===== src/rtl/mode_ctrl_pkg.sv =====
// Shared types and constants for the drum machine mode controller.
package mode_ctrl_pkg;

   typedef enum logic [1:0] {
      ST_STABLE = 2'd0,
      ST_DRAIN  = 2'd1,
      ST_COMMIT = 2'd2
   } ctrl_state_t;

   localparam int unsigned MODE_EDIT = 0;
   localparam int unsigned MODE_PLAY = 1;
   localparam int unsigned MODE_RAW  = 2;

endpackage


===== src/rtl/mode_prio_enc.sv =====
// Lowest-index-wins priority encoder over N request lines.
module mode_prio_enc #(
   parameter int N = 3,
   parameter int W = 2
) (
   input  logic [N-1:0] vec,
   output logic         hit,
   output logic [W-1:0] idx
);

   always_comb begin
      hit = 1'b0;
      idx = '0;
      for (int unsigned i = 0; i < N; i++) begin
         if (!hit && vec[i]) begin
            hit = 1'b1;
            idx = W'(i);
         end
      end
   end

endmodule


===== src/rtl/mode_controller_n.sv =====
// Mode request arbiter with quiesce handshake and drain timeout.
// Optional return-to-previous-mode request enabled by MODE_CTRL_RETURN_EN.
module mode_controller_n
   import mode_ctrl_pkg::*;
#(
   parameter int NUM_MODES     = 3,
   parameter int RESET_MODE    = 0,
   parameter int DRAIN_TIMEOUT = 255,
   localparam int MODE_W = ($clog2(NUM_MODES) > 1) ? $clog2(NUM_MODES) : 1
) (
   input  logic                 clk,
   input  logic                 rst,
   input  logic [NUM_MODES-1:0] mode_req,
   input  logic [NUM_MODES-1:0] mode_mask,
   input  logic                 quiesce_ack,
`ifdef MODE_CTRL_RETURN_EN
   input  logic                 ret_req,
`endif
   output logic [MODE_W-1:0]    mode,
   output logic [MODE_W-1:0]    prev_mode,
   output logic                 mode_valid,
   output logic                 quiesce_req,
   output logic                 mode_changed,
   output logic                 timeout_err
);

   localparam int TMR_W = (DRAIN_TIMEOUT > 1) ? $clog2(DRAIN_TIMEOUT) : 1;

   ctrl_state_t       state_q, state_d;
   logic [MODE_W-1:0] mode_q, mode_d;
   logic [MODE_W-1:0] prev_q, prev_d;
   logic [MODE_W-1:0] target_q, target_d;
   logic [TMR_W-1:0]  timer_q, timer_d;
   logic              changed_q, changed_d;
   logic              terr_q, terr_d;

   logic              win_hit;
   logic [MODE_W-1:0] win_idx;
   logic              tmo;

   mode_prio_enc #(
      .N (NUM_MODES),
      .W (MODE_W)
   ) u_prio (
      .vec (mode_req & mode_mask),
      .hit (win_hit),
      .idx (win_idx)
   );

   assign tmo = (DRAIN_TIMEOUT > 0) && (timer_q == TMR_W'(DRAIN_TIMEOUT - 1));

   always_comb begin
      state_d   = state_q;
      mode_d    = mode_q;
      prev_d    = prev_q;
      target_d  = target_q;
      timer_d   = timer_q;
      changed_d = 1'b0;
      terr_d    = terr_q;
      case (state_q)
         ST_STABLE: begin
            if (win_hit && (win_idx != mode_q)) begin
               target_d = win_idx;
               timer_d  = '0;
               state_d  = ST_DRAIN;
            end
`ifdef MODE_CTRL_RETURN_EN
            else if (!win_hit && ret_req && mode_mask[prev_q] && (prev_q != mode_q)) begin
               target_d = prev_q;
               timer_d  = '0;
               state_d  = ST_DRAIN;
            end
`endif
         end
         ST_DRAIN: begin
            timer_d = timer_q + 1'b1;
            if (quiesce_ack || tmo) begin
               mode_d    = target_q;
               prev_d    = mode_q;
               changed_d = 1'b1;
               state_d   = ST_COMMIT;
               // ack takes precedence, so only a pure timeout is an error
               if (!quiesce_ack) terr_d = 1'b1;
            end
         end
         ST_COMMIT: state_d = ST_STABLE;
         default:   state_d = ST_STABLE;
      endcase
   end

   always_ff @(posedge clk or posedge rst) begin
      if (rst) begin
         state_q   <= ST_STABLE;
         mode_q    <= MODE_W'(RESET_MODE);
         prev_q    <= MODE_W'(RESET_MODE);
         target_q  <= MODE_W'(RESET_MODE);
         timer_q   <= '0;
         changed_q <= 1'b0;
         terr_q    <= 1'b0;
      end else begin
         state_q   <= state_d;
         mode_q    <= mode_d;
         prev_q    <= prev_d;
         target_q  <= target_d;
         timer_q   <= timer_d;
         changed_q <= changed_d;
         terr_q    <= terr_d;
      end
   end

   assign mode         = mode_q;
   assign prev_mode    = prev_q;
   assign mode_valid   = (state_q == ST_STABLE);
   assign quiesce_req  = (state_q == ST_DRAIN);
   assign mode_changed = changed_q;
   assign timeout_err  = terr_q;

endmodule


===== config.mk =====
export PLATFORM = sky130hd
export DESIGN_NAME = mode_controller_n
export DESIGN_NICKNAME = d
export VERILOG_FILES = /design/src/rtl/mode_ctrl_pkg.sv /design/src/rtl/mode_prio_enc.sv /design/src/rtl/mode_controller_n.sv
export SDC_FILE = /design/constraint.sdc
export NUM_CORES = 1
export LEC_CHECK = 0
export ABC_AREA = 1
export BUFFER_PORTS_ARGS = -buffer_cell sky130_fd_sc_hd__buf_4
export CELL_PAD_IN_SITES_DETAIL_PLACEMENT = 0
export CELL_PAD_IN_SITES_GLOBAL_PLACEMENT = 2
export CORE_ASPECT_RATIO = 0.5
export CORE_MARGIN = 2
export CORE_UTILIZATION = 34
export CTS_BUF_LIST = sky130_fd_sc_hd__clkbuf_8
export CTS_CLUSTER_SIZE = 25
export DETAILED_ROUTE_END_ITERATION = 8
export PLACE_DENSITY = 0.95
export SKIP_CTS_REPAIR_TIMING = 1
export SLEW_MARGIN = 20
export SYNTH_ARGS = -nofsm -noshare
export SYNTH_HDL_FRONTEND = slang
export SYNTH_HIERARCHICAL = 1
export SYNTH_SLANG_ARGS = --single-unit

===== constraint.sdc =====
create_clock -name clk -period 3.8 [get_ports clk]
set_input_delay 0 -clock clk [delete_from_list [all_inputs] [get_ports clk]]
set_output_delay 0 -clock clk [all_outputs]
set_load 0.05 [all_outputs]

==> results.txt <==
Ranked by total cell area, the synthesized netlist is headed by sky130_fd_sc_hd__dfrtp_1 47%, sky130_fd_sc_hd__nand2_1 16%, sky130_fd_sc_hd__inv_1 7.9%, sky130_fd_sc_hd__nand3_1 7.9%, sky130_fd_sc_hd__nor2_1 3.2%. The remaining design rule violation count came out at 0. The detailed-route wire length is between 1500 and 2000 um.

The top fanout value on the critical path is 7. The number of global-route vias before repair is ~700. The total number of H-tree levels is 1.

The initial antenna violation count came out at 0. Compared with the post-synthesis result, the final layout area differs by 22.60%. Synthesis handed over a netlist of roughly 130 instances. Buffers placed on the I/O ports in this run total 16. The largest net degree at the start of global routing is 19. The number of buffers between clock root and the deepest sink came out at 2.

The core area came out at about 2600 sq um. The worst-case reg-to-reg path depth is 9. The number of detailed-routing iterations run before antenna repair came out at 4. The type of the most critical hold path is in -> reg. The worst voltage drop across the vdd grid came out at between 200 and 300 uV. The aggregate global-route resource usage is 0.1235. At the later pin of the worst-skew pair, clock insertion delay measures ~0.25 ns. The worst register-to-register path begins at timer_q[0]. The congestion estimate from routability-driven global placement came to approximately 0.66.

In the synthesized netlist the dominant register cell turns out to be sky130_fd_sc_hd__dfrtp_1. The total clock buffers created by CTS came out at 3. The mapped netlist covers between 900 and 1000 sq um.

The number of cells on the worst hold path came out at 4. The die extent in y came out at roughly 41 um. TritonCTS built the clock tree.

Counting distinct cell types in the post-synthesis netlist gives 18. The total leakage power came out at roughly 0.65 nW. For this block, the via count after detailed routing is 790. The number of violations of the max-capacitance limit is 0. The storage element area came out at 450.4 sq um. The worst setup path is of the reg -> reg kind. The clock edge transition at the registers on the reported setup and hold paths is 0.07 ns. The number of sinks driven by the clock tree is 18. The synthesized net count is 138. By count the netlist is led by 41 x sky130_fd_sc_hd__nand2_1, 20 x sky130_fd_sc_hd__inv_1, 18 x sky130_fd_sc_hd__dfrtp_1, 15 x sky130_fd_sc_hd__nand3_1, 8 x sky130_fd_sc_hd__nor2_1. The most common cell in the synthesized netlist is sky130_fd_sc_hd__nand2_1. The fraction of final layout cells with drive strength greater than 1 came out at 0.2192. The final total power came out at 733.7 uW. The number of slew-limit violations in the final report came out at 0. The final routed wire length divided by cell count is 9.530 um.

The initial utilization of the core area, before any placement, comes to 0.3613. The post-route clock period utilization came out at 0.3639. The global-route wire length before repair came out at around 3100 um.

Hold timing on the final database bottoms out at a slack of 0.01840 ns. For this run, the register share of the synthesized area comes to 0.4731. The worst relative slew slack came out at 0.5362. The I/O pin count is 17. The synthesis warning total is 6. The number of DRC markers after the initial detailed-route iteration came out at between 50 and 60. Summed over all instances, the cell type with the most area after synthesis is sky130_fd_sc_hd__dfrtp_1.

The final count of negative-setup-slack endpoints came out at 0. The count of nets left with antenna violations after detail routing is 0. The overall overflow remaining after global route came out at 0. The library cell used as clock root buffer is sky130_fd_sc_hd__clkbuf_8. The worst setup path is launched from a flop. The origin of the worst min-delay path is quiesce_ack. The total of flip-flops plus latches after synthesis is 18. The share of the synthesized area in the top cell type is 0.4731. Dividing total power by cell area gives a power density of about 630 nW/um^2.

In the synthesized netlist the async set-or-reset flop fraction comes to 1.000. Derived from the worst setup path, the maximum achievable clock frequency is around 720 MHz. The net total in the final layout is 158.

In this run the core area contains 13 standard-cell rows. The detailed placement HPWL came out at between 1000 and 1500 um. Setup repair after global routing left no endpoint under its margin.

Tracing the worst setup path back leads to its startpoint at timer_q[0]. The post-route minimum period is about 1.4 ns. The flow ran to the end, and the final reports show no timing, DRC or antenna violations. After detailed routing, the number of vias per cell comes to between 4 and 5. The average cell area after synthesis is about 7.5 sq um. The required time reported for the critical path endpoint came out at a little under 4 ns. The area of the die is 3266 sq um. The total negative setup slack is 0 ns.

The number of filler cells placed in the layout is 285. The slew at the pin with the worst max-slew slack is 0.6950 ns. The repair_antennas step left the layout with diodes totalling 0. The area used by multi-input combinational logic is 399.1 sq um.

The critical path arrival is ~1.5 ns. The number of hold violations in the final report is 0. The post-route clock skew is roughly 0.0025 ns. STA classifies the critical path endpoint as a flop. The floorplan step set the die width to ~80 um. The number of enable-type register cells in the synthesized netlist is 0.
[placed cells by master (no fill, tap or decap)]
cell                            count
sky130_fd_sc_hd__nand3_1           15
sky130_fd_sc_hd__dfrtp_1           18
sky130_fd_sc_hd__o21ai_0            5
sky130_fd_sc_hd__nand2_1           41
sky130_fd_sc_hd__o21bai_1           1
sky130_fd_sc_hd__nand3_2            1
sky130_fd_sc_hd__a21oi_1            1
sky130_fd_sc_hd__dlygate4sd3_1      1
sky130_fd_sc_hd__or2_2              1
sky130_fd_sc_hd__nor2_1             8
sky130_fd_sc_hd__inv_1             20
sky130_fd_sc_hd__nor2_4             1
sky130_fd_sc_hd__clkbuf_8           4
sky130_fd_sc_hd__nor2_2             2
sky130_fd_sc_hd__inv_2              3
sky130_fd_sc_hd__ha_1               2
sky130_fd_sc_hd__or2_0              2
sky130_fd_sc_hd__nand2_2            4
sky130_fd_sc_hd__buf_4             16
[stage by stage]
| stage | setup WS (ns) | util | cells | cell area, sq um |
|---|---|---|---|---|
| floorplan | 2.449 | - | 127 | 952.2 |
| global placement | 2.431 | 0.4183 | 178 | 1102 |
| detailed placement | 2.411 | 0.4183 | 178 | 1102 |
| CTS | 2.401 | 0.4392 | 182 | 1157 |
| global route | 2.282 | 0.4430 | 183 | 1167 |
| finish | 2.417 | 0.4430 | 183 | 1167 |
[registers in the layout, summed over array words and instances (netlist names)]
name          flops
timer_q           8
mode              2
prev_mode         2
state_q           2
target_q          2
mode_changed      1
timeout_err       1
[power breakdown]
group | leakage, nW | total [mW] | switching, mW | internal [mW]
sequential | 0.238 | 0.279 | 0.0417 | 0.237
clock | 0.0288 | 0.156 | 0.0638 | 0.0920
combinational | 0.383 | 0.299 | 0.211 | 0.0874
[cells by family after synthesis]
group / count (synthesis) / share of synthesized area
AO/OA/AOI/OAI: 7 / 0.03942
AND/OR/NAND/NOR: 75 / 0.3535
flip-flops: 18 / 0.4731
adder cells (fa/ha/maj): 2 / 0.02628
buffers and inverters: 25 / 0.1077
[final timing paths]
| check | slack [ns] | end |
|---|---|---|
| setup / recovery | 2.42 | prev_mode[1] |
| hold / removal | 0.02 | timeout_err |
| setup reg to reg | 2.42 | prev_mode[1] |
| hold reg to reg | 0.47 | timeout_err |
| max in group asynchronous | 2.94 | timer_q[3] |
| min in group asynchronous | 0.41 | state_q[1] |
[per-layer routing]
metal	vias to the layer above	GRT usage	routed length, um
met5	-	0	0
met4	0	0.04138	21
met3	4	0.03913	43
met2	11	0.2017	812
met1	350	0.1568	866
li1	425	-	-
[critical path: stages, from the launching register on]
cell and delay [ns]:
sky130_fd_sc_hd__dfrtp_1 0.43, sky130_fd_sc_hd__inv_1 0.10, sky130_fd_sc_hd__ha_1 0.15, sky130_fd_sc_hd__inv_1 0.04
sky130_fd_sc_hd__nor2_1 0.09, sky130_fd_sc_hd__nand2_1 0.07, sky130_fd_sc_hd__nand2_2 0.14, sky130_fd_sc_hd__nand2_2 0.13
sky130_fd_sc_hd__nand2_1 0.08, sky130_fd_sc_hd__nand2_1 0.05
[final cells by class]
type / instances / share of cell area
Inverter: 23 / 0.07395
Tap cell: 37 / 0.03966
Clock buffer: 4 / 0.04716
Multi-Input combinational cell: 84 / 0.3419
Timing Repair Buffer: 17 / 0.1115
Sequential cell: 18 / 0.3859
No activity file was read; power rests on OpenSTA's default activity.
